### src/rtl/rv32i_pkg.sv
// Shared RV32I definitions: control-bundle layout used across the pipeline.
package rv32i_pkg;

  localparam int unsigned CTRL_W = 12;

  localparam int unsigned CTRL_REGWRITE = 0;
  localparam int unsigned CTRL_MEMREAD  = 1;
  localparam int unsigned CTRL_MEMWRITE = 2;
  localparam int unsigned CTRL_MEMTOREG = 3;
  localparam int unsigned CTRL_ALUSRC   = 4;
  localparam int unsigned CTRL_BRANCH   = 5;
  localparam int unsigned CTRL_JUMP     = 6;
  localparam int unsigned CTRL_ALUOP_LO = 7;
  localparam int unsigned CTRL_ALUOP_HI = 10;

  localparam logic [CTRL_W-1:0] BUBBLE_CTRL = '0;

endpackage

### src/rtl/load_use_detect.sv
// Combinational load-use hazard check between the ID instruction and a load in EX.
module load_use_detect (
  input  logic       id_valid_i,
  input  logic [4:0] id_rs1_addr_i,
  input  logic [4:0] id_rs2_addr_i,
  input  logic       id_uses_rs1_i,
  input  logic       id_uses_rs2_i,
  input  logic       ex_valid_i,
  input  logic       ex_mem_read_i,
  input  logic [4:0] ex_rd_addr_i,
  output logic       lu_o
);

  logic rs1_hit;
  logic rs2_hit;

  always_comb begin
    rs1_hit = id_uses_rs1_i && (id_rs1_addr_i == ex_rd_addr_i);
    rs2_hit = id_uses_rs2_i && (id_rs2_addr_i == ex_rd_addr_i);
    lu_o    = id_valid_i && ex_valid_i && ex_mem_read_i && (ex_rd_addr_i != 5'd0) &&
              (rs1_hit || rs2_hit);
  end

endmodule

### src/rtl/id_ex_stage.sv
// ID/EX pipeline register with load-use bubble insertion, flush, memory-stall
// freeze and a saturating bubble counter.
module id_ex_stage
  import rv32i_pkg::*;
#(
  parameter int unsigned XLEN  = 32,
  parameter int unsigned CNT_W = 32
) (
  input  logic              clk_i,
  input  logic              rst_n_i,
  input  logic              id_valid_i,
  input  logic [XLEN-1:0]   id_pc_i,
  input  logic [XLEN-1:0]   id_rs1_data_i,
  input  logic [XLEN-1:0]   id_rs2_data_i,
  input  logic [XLEN-1:0]   id_imm_i,
  input  logic [4:0]        id_rs1_addr_i,
  input  logic [4:0]        id_rs2_addr_i,
  input  logic [4:0]        id_rd_addr_i,
  input  logic              id_uses_rs1_i,
  input  logic              id_uses_rs2_i,
  input  logic [CTRL_W-1:0] id_ctrl_i,
  input  logic              flush_i,
  input  logic              mem_stall_i,
  output logic              ex_valid_o,
  output logic [XLEN-1:0]   ex_pc_o,
  output logic [XLEN-1:0]   ex_rs1_data_o,
  output logic [XLEN-1:0]   ex_rs2_data_o,
  output logic [XLEN-1:0]   ex_imm_o,
  output logic [4:0]        ex_rs1_addr_o,
  output logic [4:0]        ex_rs2_addr_o,
  output logic [4:0]        ex_rd_addr_o,
  output logic [CTRL_W-1:0] ex_ctrl_o,
  output logic              stall_o,
  output logic [CNT_W-1:0]  bubble_cnt_o
);

  logic              valid_q, valid_d;
  logic [XLEN-1:0]   pc_q, pc_d;
  logic [XLEN-1:0]   rs1_data_q, rs1_data_d;
  logic [XLEN-1:0]   rs2_data_q, rs2_data_d;
  logic [XLEN-1:0]   imm_q, imm_d;
  logic [4:0]        rs1_addr_q, rs1_addr_d;
  logic [4:0]        rs2_addr_q, rs2_addr_d;
  logic [4:0]        rd_addr_q, rd_addr_d;
  logic [CTRL_W-1:0] ctrl_q, ctrl_d;
  logic [CNT_W-1:0]  cnt_q, cnt_d;
  logic              lu;

  load_use_detect u_load_use_detect (
    .id_valid_i    (id_valid_i),
    .id_rs1_addr_i (id_rs1_addr_i),
    .id_rs2_addr_i (id_rs2_addr_i),
    .id_uses_rs1_i (id_uses_rs1_i),
    .id_uses_rs2_i (id_uses_rs2_i),
    .ex_valid_i    (valid_q),
    .ex_mem_read_i (ctrl_q[CTRL_MEMREAD]),
    .ex_rd_addr_i  (rd_addr_q),
    .lu_o          (lu)
  );

  always_comb begin
    valid_d    = valid_q;
    pc_d       = pc_q;
    rs1_data_d = rs1_data_q;
    rs2_data_d = rs2_data_q;
    imm_d      = imm_q;
    rs1_addr_d = rs1_addr_q;
    rs2_addr_d = rs2_addr_q;
    rd_addr_d  = rd_addr_q;
    ctrl_d     = ctrl_q;
    cnt_d      = cnt_q;

    if (mem_stall_i) begin
      // Freeze: flush and load-use are deferred until memory is ready.
    end else if (flush_i || lu) begin
      valid_d    = 1'b0;
      pc_d       = '0;
      rs1_data_d = '0;
      rs2_data_d = '0;
      imm_d      = '0;
      rs1_addr_d = '0;
      rs2_addr_d = '0;
      rd_addr_d  = '0;
      ctrl_d     = BUBBLE_CTRL;
      if (cnt_q != {CNT_W{1'b1}}) begin
        cnt_d = cnt_q + 1'b1;
      end
    end else begin
      valid_d    = id_valid_i;
      pc_d       = id_pc_i;
      rs1_data_d = id_rs1_data_i;
      rs2_data_d = id_rs2_data_i;
      imm_d      = id_imm_i;
      // An empty ID slot must never look like a forwarding source or a load.
      rs1_addr_d = id_valid_i ? id_rs1_addr_i : 5'd0;
      rs2_addr_d = id_valid_i ? id_rs2_addr_i : 5'd0;
      rd_addr_d  = id_valid_i ? id_rd_addr_i  : 5'd0;
      ctrl_d     = id_valid_i ? id_ctrl_i     : BUBBLE_CTRL;
    end
  end

  always_ff @(posedge clk_i or negedge rst_n_i) begin
    if (!rst_n_i) begin
      valid_q    <= 1'b0;
      pc_q       <= '0;
      rs1_data_q <= '0;
      rs2_data_q <= '0;
      imm_q      <= '0;
      rs1_addr_q <= '0;
      rs2_addr_q <= '0;
      rd_addr_q  <= '0;
      ctrl_q     <= BUBBLE_CTRL;
      cnt_q      <= '0;
    end else begin
      valid_q    <= valid_d;
      pc_q       <= pc_d;
      rs1_data_q <= rs1_data_d;
      rs2_data_q <= rs2_data_d;
      imm_q      <= imm_d;
      rs1_addr_q <= rs1_addr_d;
      rs2_addr_q <= rs2_addr_d;
      rd_addr_q  <= rd_addr_d;
      ctrl_q     <= ctrl_d;
      cnt_q      <= cnt_d;
    end
  end

  always_comb begin
    stall_o       = mem_stall_i || (lu && !flush_i);
    ex_valid_o    = valid_q;
    ex_pc_o       = pc_q;
    ex_rs1_data_o = rs1_data_q;
    ex_rs2_data_o = rs2_data_q;
    ex_imm_o      = imm_q;
    ex_rs1_addr_o = rs1_addr_q;
    ex_rs2_addr_o = rs2_addr_q;
    ex_rd_addr_o  = rd_addr_q;
    ex_ctrl_o     = ctrl_q;
    bubble_cnt_o  = cnt_q;
  end

endmodule

### config.mk
export PLATFORM = sky130hd
export DESIGN_NAME = id_ex_stage
export DESIGN_NICKNAME = d
export VERILOG_FILES = /design/src/rtl/rv32i_pkg.sv /design/src/rtl/load_use_detect.sv /design/src/rtl/id_ex_stage.sv
export SDC_FILE = /design/constraint.sdc
export NUM_CORES = 1
export LEC_CHECK = 0
export ABC_AREA = 1
export BUFFER_PORTS_ARGS = -buffer_cell sky130_fd_sc_hd__buf_2
export CORE_MARGIN = 5
export CORE_UTILIZATION = 49
export DETAILED_ROUTE_END_ITERATION = 6
export MAX_ROUTING_LAYER = met4
export PLACE_DENSITY = 0.81
export SLEW_MARGIN = 20
export SYNTH_ARGS = -nofsm -noshare
export SYNTH_HDL_FRONTEND = slang
export SYNTH_SLANG_ARGS = --single-unit
### constraint.sdc
create_clock -name clk_i -period 2.43 [get_ports clk_i]
set_clock_uncertainty 0.1 [all_clocks]
set_input_delay 0.486 -clock clk_i [delete_from_list [all_inputs] [get_ports clk_i]]
set_output_delay 0.486 -clock clk_i [all_outputs]
set_load 0.01 [all_outputs]
-- Yosys cells after proc, flatten, opt, wreduce, memory -nomap -nowiden
Cells that the tools add are included.
- $add $sub $neg: 1
- eq/ne operators: 3
- muxes and demuxes: 13
- bitwise operators: 1
- reduce and logical (&&, ||, !) cells: 13
- operators by type and width (operator ; number):
    $mux 32 ; 4
    $add 32x1->32 const B ; 1
    $ne 32x32->1 const B ; 1
    $mux 5 ; 6
    $mux 12 ; 2
    $eq 5x5->1 ; 2
    $logic_and 1x1->1 ; 7
    $reduce_bool 5->1 ; 1
    $logic_or 1x1->1 ; 3
    $reduce_and 3->1 ; 1
    $logic_not 1->1 ; 1
    $mux 1 ; 1
    $not 1->1 ; 1
- register bits: 188
- output and inout port bits: 189

-- Longest topological paths before layout
- depth in word-level cells: 6
- gate-level depth with buffers: 13
- gate-level depth less buffers: 11

-- Hierarchy
A second synthesis with hierarchy kept.
- cells, all modules: 1091
- area total of the unflattened synthesis: 8503.2 um^2
- by module, submodules not included (module ; instances ; cells an instance ; area each (um^2)):
    id_ex_stage ; 1 ; 1035 ; 8272.9
    load_use_detect ; 1 ; 56 ; 230.2

-- Least setup slack after synthesis
Ideal clock, no wire load.
- path kind: input port to output port
- start point: input mem_stall_i
- end point: output stall_o
- arrival: 1.482 ns
- setup slack: 0.362 ns
- stages on the path: 5
- buffers on the path: 3
- path through: clkbuf_1 -> inv_2 -> clkbuf_1 -> buf_1 -> o21ai_0
- word-level cells in the longest chain between the ends: 1
- ends and longest elaborated chain (item ; RTL line ; RTL):
    start, declared ; id_ex_stage.sv:23 ; input logic mem_stall_i,
    $logic_or 1x1->1 ; id_ex_stage.sv:129 ; stall_o = mem_stall_i || (lu && !flush_i);
    end, declared ; id_ex_stage.sv:33 ; output logic stall_o,
No other way between the ends.

-- Worst setup path in the final report
- start point: register rd_addr_q[4], in the netlist ex_rd_addr_o[4]
- end point: output stall_o
- word-level cells in the longest chain between the ends: 6
- ends and longest elaborated chain (item ; RTL line ; RTL):
    start, declared ; id_ex_stage.sv:44 ; logic [4:0] rd_addr_q, rd_addr_d;
    start signal, assigned ; id_ex_stage.sv:122 ; rd_addr_q <= rd_addr_d;
    $eq 5x5->1, on equally long branches ; load_use_detect.sv:18, load_use_detect.sv:19 ;
    $logic_and 1x1->1, on equally long branches ; load_use_detect.sv:18, load_use_detect.sv:19 ;
    $logic_or 1x1->1 ; load_use_detect.sv:21 ; (rs1_hit || rs2_hit);
    $logic_and 1x1->1 (*) ; load_use_detect.sv:20 ; lu_o = id_valid_i && ex_valid_i && ex_mem_read_i && (ex_rd_addr_i != 5'd0) &&
    $logic_and 1x1->1 (*) ; id_ex_stage.sv:129 ;
    $logic_or 1x1->1 (*) ; id_ex_stage.sv:129 ;
Mark *: on every way between the ends. The rest lies on a longest branch, timed or not.

==> parameters.txt <==
Parameter                              Value

Outcome
  Status    finished, final reports clean

Clock tree
  Number of clock sinks    188
  Worst-path clk slew    80 ps
  TritonCTS clock tree    built
  TritonCTS Buffers    17
  Post-CTS Setup Inserts    0
  Clock Root Buffer    clkbuf_16
  Number of levels in the clock H-tree    4
  Maximum buffer depth of the clock tree    2
  Worst-skew pair later-pin latency    430 ps

Worst setup path
  Endpoint of the most critical setup path    stall_o
  Reg-to-reg critical path startpoint    bubble_cnt_o[1]
  Kind of end point of the critical path    primary output
  Arrival time at the worst endpoint    1690 ps
  Destination of the worst register-to-register timing path    bubble_cnt_o[10]
  Worst path required time    1840 ps
  Startpoint class of the critical path    flip-flop
  Reg2reg path depth    9
  Setup crit start    ex_rd_addr_o[4]
  Critical-path maximum fanout    5
  Worst setup slack for register-to-register paths    260 ps
  Critical path class    flip-flop to primary output

Synth
  Post-synthesis instance total    1089
  Share of the yosys chip area belonging to registers    54.3%
  Net count after synthesis    1252
  Register bit total from synthesis    188
  Post-synthesis average cell area    7.95 µm²
  Cell Area, Synth    0.00866 mm²
  Count of synthesis-stage warnings from yosys    0
  Number of different library cells in the post-synthesis netlist    27

Placement
  Dpl ws    245 ps
  Final estimated routing congestion in global placement    0.907
  Placement Cell Area    0.0106 mm²
  Post-detail-place hpwl    18600 µm
  Number of I/O port buffers    350
  Total instance count after detailed placement    1613

Pwr
  Clock Power Share    37.7%
  Final total power    7.30 mW
  Leakage Power    6.23 nW
  Internal power consumption    5.16 mW
  Net switching component of the power    2.14 mW
  Peak supply drop    0.468 mV
  Switch share    29.3%
  Combinational fraction of design power    14.4%
  Sequential share of power    48.0%
  P per Cell Area    650 mW/mm²

Finish
  Total area of sequential cells    0.00471 mm²
  Share of the core filled with cells    64.9%
  Non-filler cells in the finished layout    1650
  Share of layout cells above drive strength 1    30.1%
  Final design instance area without fill    0.0112 mm²
  Most common library cell in the layout ignoring fill and taps    nand2_1
  Area added between synthesis and finish    29.6%
  Net count of the finished layout    1571
  Fill cells    1492
  Commonest cells after routing, fill and taps aside    nand2_1, buf_2, dfrtp_1, o21ai_0, inv_1
  Multi-input gate area in the final layout    0.00341 mm²

Route
  DRC    0
  Via total after detailed routing    8361
  WL/cell    15.7 µm
  Post-detailed-routing wire length    25900 µm
  Detailed Route Iter0 Violations    602
  Vias per std cell    5.07
  Number of iterations in the first detailed-routing pass    5
  Antenna Nets Post-Route    0

Die
  Starting utilization of the core area    50.1%
  Placement Rows    48
  Number of top-level pins    351
  Core area    0.0173 mm²
  Die boundary width    143 µm
  Die Area    0.0204 mm²
  Vertical die dimension    143 µm

Timing
  Worst Slack Setup Final    151 ps
  Setup repair after global routing missed its margin    false
  Post-Route Hold Slack    178 ps
  Minimum clock period after layout    2280 ps
  Max-slew violations    0
  Finish-stage setup viols    0
  Final setup TNS    0 ps
  Hold Violations, Final    0
  Tightest Pin Transition    618 ps
  Final period util    93.8%
  Max-Slew Margin vs Limit    58.8%
  Maximum achievable frequency    439 MHz

Global route
  Global-route wire length before repair    41500 µm
  Number of global-route vias before repair    8197
  Overflow left after global routing    0
  All-layer global routing usage    26.3%
  Initial antenna violation count    3
  Maximum number of pins on one net before global-route repair    119

Flow run
  Total of max-cap violations    0

Worst hold path
  Hold depth    3
  Min-delay worst type    input pin to flip-flop
## worst min-delay path by stage
stage | startpoint | to | slack (ps)
3_3_place_gp | ex_rs2_data_o[13] | ex_rs2_data_o[13] | 360
3_5_place_dp | ex_rs2_addr_o[1] | ex_rs2_addr_o[1] | 360
4_1_cts | id_rd_addr_i[0] | ex_rd_addr_o[0] | 150
5_1_grt | id_ctrl_i[10] | ex_ctrl_o[10] | 160
6_report | id_rd_addr_i[2] | ex_rd_addr_o[2] | 180
2_1_floorplan | rst_n_i | bubble_cnt_o[0] | 90
## timing repair
item                                    4_1_cts  5_1_grt
gates resized for setup                       0        4
endpoints found under the setup margin        0        1
hold buffers                                  1        0
endpoints found under the hold margin        55        0
## cells by family (layout without fill, tap and decap cells)
family,after synthesis,after routing,synth area share (%)
compound gates,130,130,7.54
simple gates,628,628,30.5
other cells,0,4,0
buf+inv,131,463,6.40
fa+ha+maj,1,1,0.144
xor+xnor,11,11,1.11
flops,188,188,54.3
## worst max-delay path, stage by stage, from the launching register on
cell,delay (ps)
dfrtp_1,450
inv_2,70
nand2_1,60
nand2_1,50
nor2_1,120
nand3_1,80
nand2_1,80
nand2_2,70
o21ai_2,140
buf_2,150
## area by class of cell
cell class / count / share of cell area (%)
antenna: 4 / 0.0892
clock buffer: 18 / 3.91
clock inverter: 14 / 1.33
inverter: 67 / 2.26
multi-input combinational: 770 / 30.3
sequential: 188 / 41.9
tap: 225 / 2.51
timing repair buffer: 364 / 17.6
## layer usage
layer | vias to the layer above | part of all wire [%] | track usage (%) | wire [µm]
li1 | 4084 | - | - | -
met1 | 3919 | 40 | 32.1 | 10300
met2 | 315 | 50 | 42.1 | 12900
met3 | 43 | 8.1 | 7.90 | 2100
met4 | 0 | 2.2 | 8.40 | 563
met5 | - | 0 | - | 0
## flip-flops by register name, indices dropped and copies added (netlist names)
name and count:
bubble_cnt_o 32, ex_rs2_data_o 32, ex_rs1_data_o 32, ex_rd_addr_o 5, ex_rs2_addr_o 5, ex_ctrl_o 12, ex_rs1_addr_o 5, ex_valid_o 1
ex_pc_o 32, ex_imm_o 32
## Yosys cell counts
cell type	count	area, µm²
nand3_1	55	275
nor2_8	1	20.0
nand4_1	36	225
inv_2	11	41.3
nor2_2	2	12.5
clkbuf_1	36	135
nand3_4	1	17.5
xnor2_1	2	17.5
nand3_2	3	30.0
xor2_1	9	78.8
o21ai_0	129	646
nor2_4	2	22.5
and2_1	2	12.5
nand2_2	8	50.1
ha_1	1	12.5
buf_4	6	45.0
inv_1	56	210
nand2_4	2	22.5
buf_1	5	18.8
nand3b_1	2	15.0
o211ai_1	1	7.51
nor2_1	47	176
nor3_1	6	30.0
buf_2	14	70.1
buf_6	3	33.8
nand2_1	461	1730
dfrtp_1	188	4700
## power groups by stage
stage	combinational (mW)	clock, mW	sequential, mW
4_1_cts	1.06	2.80	3.50
5_1_grt	1.18	2.93	3.53
2_1_floorplan	0.384	0	3.65
3_5_place_dp	1.06	0	3.55
6_report	1.05	2.75	3.50
3_3_place_gp	1.04	0	3.55
Note: power is estimated with default switching activity, not from simulation.
